[src/rtl/seq_divider4_pkg.sv]
// Shared definitions for the sequential restoring divider.
package seq_divider4_pkg;

  localparam int DEF_WIDTH = 4;

  typedef enum logic [1:0] {
    IDLE = 2'b00,
    RUN  = 2'b01,
    DONE = 2'b10
  } state_t;

  // Quotient reported when the divisor is zero (default width).
  localparam logic [DEF_WIDTH-1:0] DZ_QUOT = '1;

endpackage

[src/rtl/seq_divider4_div_sub_stage.sv]
// Combinational W+1-bit subtractor: d = a - b via a + ~b + 1.
module div_sub_stage #(
  parameter int W = 4
) (
  input  logic [W:0] a,
  input  logic [W:0] b,
  output logic [W:0] d,
  output logic       no_borrow
);

  logic [W+1:0] sum;

  // Carry-out of the two's-complement add is the inverted borrow.
  always_comb begin
    sum       = {1'b0, a} + {1'b0, ~b} + (W+2)'(1);
    d         = sum[W:0];
    no_borrow = sum[W+1];
  end

endmodule

[src/rtl/seq_divider4.sv]
// Multi-cycle unsigned restoring divider, one quotient bit per clock.
module seq_divider4
  import seq_divider4_pkg::*;
#(
  parameter int WIDTH = DEF_WIDTH
) (
  input  logic             clk,
  input  logic             resetn,
  input  logic             start,
  input  logic [WIDTH-1:0] dividend,
  input  logic [WIDTH-1:0] divisor,
  output logic [WIDTH-1:0] quotient,
  output logic [WIDTH-1:0] remainder,
  output logic             busy,
  output logic             done,
  output logic             divzero
);

  localparam int CW = $clog2(WIDTH) + 1;

  state_t           state, state_nxt;
  logic [WIDTH:0]   p, t, d, p_nxt;
  logic [WIDTH-1:0] q, dv, q_nxt;
  logic [CW-1:0]    cnt;
  logic             nob, accept, last;

  assign accept = start && (state == IDLE || state == DONE);
  assign last   = (state == RUN) && (cnt == CW'(WIDTH - 1));

  // Shift the next dividend bit into the partial remainder. P stays below
  // the divisor, so its top bit is always clear and the truncation is safe.
  assign t = (WIDTH+1)'({p, q[WIDTH-1]});

  div_sub_stage #(.W(WIDTH)) u_sub (
    .a        (t),
    .b        ({1'b0, dv}),
    .d        (d),
    .no_borrow(nob)
  );

  assign p_nxt = nob ? d : t;
  assign q_nxt = {q[WIDTH-2:0], nob};

  assign busy = (state == RUN);
  assign done = (state == DONE);

  // State register.
  always_ff @(posedge clk) begin
    if (!resetn) state <= IDLE;
    else         state <= state_nxt;
  end

  // Next-state: accept from IDLE/DONE, WIDTH iterations in RUN, one-cycle DONE.
  always_comb begin
    state_nxt = state;
    case (state)
      IDLE, DONE: begin
        if (start) state_nxt = (divisor == '0) ? DONE : RUN;
        else       state_nxt = IDLE;
      end
      RUN:     if (last) state_nxt = DONE;
      default: state_nxt = IDLE;
    endcase
  end

  // Datapath: operand capture, shift-subtract iteration, result registers.
  always_ff @(posedge clk) begin
    if (!resetn) begin
      p         <= '0;
      q         <= '0;
      dv        <= '0;
      cnt       <= '0;
      quotient  <= '0;
      remainder <= '0;
      divzero   <= 1'b0;
    end else if (accept) begin
      p   <= '0;
      q   <= dividend;
      dv  <= divisor;
      cnt <= '0;
      if (divisor == '0) begin
        quotient  <= {WIDTH{1'b1}};
        remainder <= dividend;
        divzero   <= 1'b1;
      end else begin
        divzero   <= 1'b0;
      end
    end else if (state == RUN) begin
      p   <= p_nxt;
      q   <= q_nxt;
      cnt <= cnt + CW'(1);
      if (last) begin
        quotient  <= q_nxt;
        remainder <= WIDTH'(p_nxt);
      end
    end
  end

endmodule

[config.mk]
export PLATFORM = sky130hd
export DESIGN_NAME = seq_divider4
export DESIGN_NICKNAME = d
export VERILOG_FILES = /design/src/rtl/seq_divider4_pkg.sv /design/src/rtl/seq_divider4_div_sub_stage.sv /design/src/rtl/seq_divider4.sv
export SDC_FILE = /design/constraint.sdc
export NUM_CORES = 1
export LEC_CHECK = 0
export CORE_MARGIN = 4
export CORE_UTILIZATION = 55
export CTS_CLUSTER_DIAMETER = 60
export DETAILED_ROUTE_END_ITERATION = 16
export HOLD_SLACK_MARGIN = 0.06
export PLACE_DENSITY_LB_ADDON = 0.3
export SETUP_SLACK_MARGIN = 0.4
export SLEW_MARGIN = 20
export SYNTH_ARGS = -nofsm -noshare
export SYNTH_HDL_FRONTEND = slang
export SYNTH_SLANG_ARGS = --single-unit
export TNS_END_PERCENT = 1
[constraint.sdc]
create_clock -name clk -period 4.94 [get_ports clk]
set_clock_uncertainty 0.1 [all_clocks]
set_input_delay 0.988 -clock clk [delete_from_list [all_inputs] [get_ports clk]]
set_output_delay 0.988 -clock clk [all_outputs]
set_load 0.02 [all_outputs]
==> flow_summary.toml <==
[floorplan]
initial_core_util_pct = 60.44
die_width_um = 55.60
core_um2 = 2062
fp-row-count = 16
die_h_um = 55.60
io_pins = 22
dieArea_um2 = 3091

[synthesis]
synth_area_leaders = "dfxtp_1 42%, nand2_1 6.9%, a21oi_1 6.0%"
synthTopCellsByCount = "26 x dfxtp_1, 23 x nand2_1, 15 x a21oi_1"
ys_ff_latch = 26
synth_edf_count = 0
async_flop_share_pct = 0
syn_inst = 152
yosysTopAreaCell = "dfxtp_1"
yosysWarningCount = 0
synth_cell_types = 35
ys_seq_area_share_pct = 41.77
syn-cell-area_um2 = 1246
yosysMostFrequentCell = "dfxtp_1"
ys.flop_type = "dfxtp_1"
avgSynthCellArea_um2 = 8.199
syn-num-nets = 170
netlist.area_leader.share_pct = 41.77

[power_and_ir_drop]
pwr-share-clk_pct = 22.7
p_leak_uw = 0.0005408
p_sw_share_pct = 28.70
pwr-share-seq_pct = 57.7
irDropWorstVdd_mv = 0.1913
comb_power_share_pct = 19.6
power_uw = 390.2
intPower_uw = 278.2
power_density_nw_per_um2 = 263.9
switchingPower_uw = 112.0

[setup_path]
crit_required_ns = 3.85
end_kind = "output port"
r2r_slack_ns = 2.92
arrival_ns = 2.04
startpoint = "state[1]$_SDFFE_PN0P_"
r2r_end = "remainder[1]$_SDFFE_PN0P_"
rr_startpoint = "state[1]$_SDFFE_PN0P_"
cp_slowest_cell = "clkdlybuf4s50_1"
cp_slowest_stage_delay_ns = 0.70
cp_num_cells = 3
worstSetupStartpointType = "flop"
path_delay_family = "buffers and inverters"
cp_cell_sequence = "nand2b_1 > inv_1 > clkdlybuf4s50_1"
cp_max_fo = 16
crit_end = "busy"
critPathBufInv = 2
criticalPathCategory = "flop to output port"
worstRegToRegCells = 5

[sta]
timing.fmax_ghz = 0.3200
report.final.setup_viol = 0
drv_slew = 0
min_period_over_period_pct = 63.26
worst_slew_pin_slew_ns = 0.8497
setup-tns-final_ns = 0
slew_headroom_pct = 43.23
min_period_ns = 3.125
hold_viol = 0
rsz0062_at_grt = "no"

[grt]
antenna_found_initial = 0
grt_util_all_layers_pct = 19.18
grt_pass1_vias = 1121
grt-ovfl-total = 0
grt_pass1_wl_mm = 4.830
grt_max_degree = 17

[clock_network]
cts_tree = "yes"
cts_resized = 0
post_cts_buffers = 0
worstSkewPairLatency_ns = 0.31
cts_hold_buf = 0
root_buffer = "clkbuf_4"
cts_buffers = 3
clk_pin_slew_ns = 0.13
ctsHtreeMaxLevel = 1
clock_sinks = 26
cts_buffer_depth = 2

[drt]
wl_per_cell_um = 14.53
first_pass_iters = 4
detailroute.via_count = 1124
routed_wl_mm = 2.847
viasPerCell = 5.735
remaining_drc_errors = 0
initialDrtViolationCount = 58
ant_nets = 0

[place]
hpwl_mm = 2.178
place_congestion = 0.8513
io_buffers = 21

[final_layout]
layout.nets = 189
num_antenna_cells = 0
post-route-util_pct = 71.72
area_delta_synth_final_pct = 18.67
layout-drive-gt1-share_pct = 2.367

[hold_path]
hp-class = "flop to flop"

[outcome]
status = "completed"

[flow_run]
maxCapViolations = 0
## flip-flops by register name, indices dropped and copies added, names as in the netlist
register and flops:
remainder 4, dv 4, state 2, p 4, divzero 1, q 4, cnt 3, quotient 4
## power groups by stage
| stage | sequential (uW) | combinational [uW] | clock, uW |
|---|---|---|---|
| finish | 225 | 76.4 | 88.5 |
| global route | 227 | 84.8 | 97.7 |
| CTS | 225 | 75.9 | 89.9 |
| detailed placement | 230 | 75.5 | 0 |
| global placement | 230 | 73.0 | 0 |
| floorplan | 230 | 50.0 | 0 |
## worst min-delay path, cell delays in order, from the launching register on
cell,delay [ns]
dfxtp_1,0.33
nand2_1,0.05
a21oi_1,0.05
## routing by layer
layer  vias to the layer above  GRT usage, %  part of all wire [%]
met3                         2         3.480                   5.8
met2                        39         33.95                    50
met4                         0         4.167                  0.46
li1                        570             -                     -
met5                         -             0                     0
met1                       513         24.04                    43
## stage by stage
stage          setup slack (ns)  area [um2]  hold WS (ns)  std cells
6_report                  1.815        1479        0.3680        196
5_1_grt                   1.733        1479        0.3989        196
4_1_cts                   1.827        1479        0.3714        196
3_5_place_dp              1.878        1456        0.3533        193
3_3_place_gp              1.993        1456        0.3461        193
2_1_floorplan             2.880        1246        0.3363        152
## cell type report
class / instances / area (um2)
fill: 172 / 583.1
clock buffer: 3 / 22.52
timing repair buffer: 21 / 210.2
sequential: 26 / 520.5
tap: 27 / 33.78
multi-input combinational: 110 / 658.1
inverter: 9 / 33.78
## worst min-delay path by stage
stage                       startpoint                  to  slack (ns)  cells after the start
finish              dv[1]$_SDFFE_PN0P_  dv[1]$_SDFFE_PN0P_        0.37                      2
global route        dv[2]$_SDFFE_PN0P_  dv[2]$_SDFFE_PN0P_        0.40                      2
CTS                 dv[1]$_SDFFE_PN0P_  dv[1]$_SDFFE_PN0P_        0.37                      2
detailed placement  dv[1]$_SDFFE_PN0P_  dv[1]$_SDFFE_PN0P_        0.35                      2
global placement    dv[1]$_SDFFE_PN0P_  dv[1]$_SDFFE_PN0P_        0.35                      2
floorplan           dv[1]$_SDFFE_PN0P_  dv[1]$_SDFFE_PN0P_        0.34                      2
## layout by cell type, fill, tap and decap left out
| master | Yosys | layout |
|---|---|---|
| dfxtp_1 | 26 | 26 |
| nand2_1 | 23 | 23 |
| clkdlybuf4s50_1 | 0 | 21 |
| a21oi_1 | 15 | 15 |
| nor2_1 | 11 | 11 |
| inv_1 | 9 | 9 |
| o21ai_0 | 7 | 7 |
| nand3_1 | 7 | 7 |
| ha_1 | 6 | 6 |
| nor3_1 | 4 | 4 |
| a31oi_1 | 4 | 4 |
| nand2b_1 | 3 | 3 |
| nor2b_1 | 3 | 3 |
| nand4_1 | 3 | 3 |
| a22oi_1 | 3 | 3 |
| clkbuf_4 | 0 | 3 |
| o21a_1 | 2 | 2 |
| and2_1 | 2 | 2 |
| o31ai_1 | 2 | 2 |
| and3_1 | 2 | 2 |
| o211ai_1 | 2 | 2 |
| xnor2_1 | 1 | 1 |
| o31a_1 | 1 | 1 |
| nor4_4 | 1 | 1 |
| o22a_1 | 1 | 1 |
| xor2_1 | 1 | 1 |
| o221ai_1 | 1 | 1 |
| nor3b_1 | 1 | 1 |
| nor4b_1 | 1 | 1 |
| or4_1 | 1 | 1 |
| a211oi_1 | 1 | 1 |
| fa_1 | 1 | 1 |
## cell families (layout without fill, tap and decap cells)
kind of cell               Yosys count  count (layout)  share of synthesized area [%]
adders and majority gates            7               7                          7.630
AOI/OAI and AO/OA                   39              39                          18.97
DFF                                 26              26                          41.77
and+or+nand+nor                     62              62                          24.80
buffers and inverters               16              33                          5.421
xor gates and xnor gates             2               2                          1.406
(Power assumes the default switching activity.)
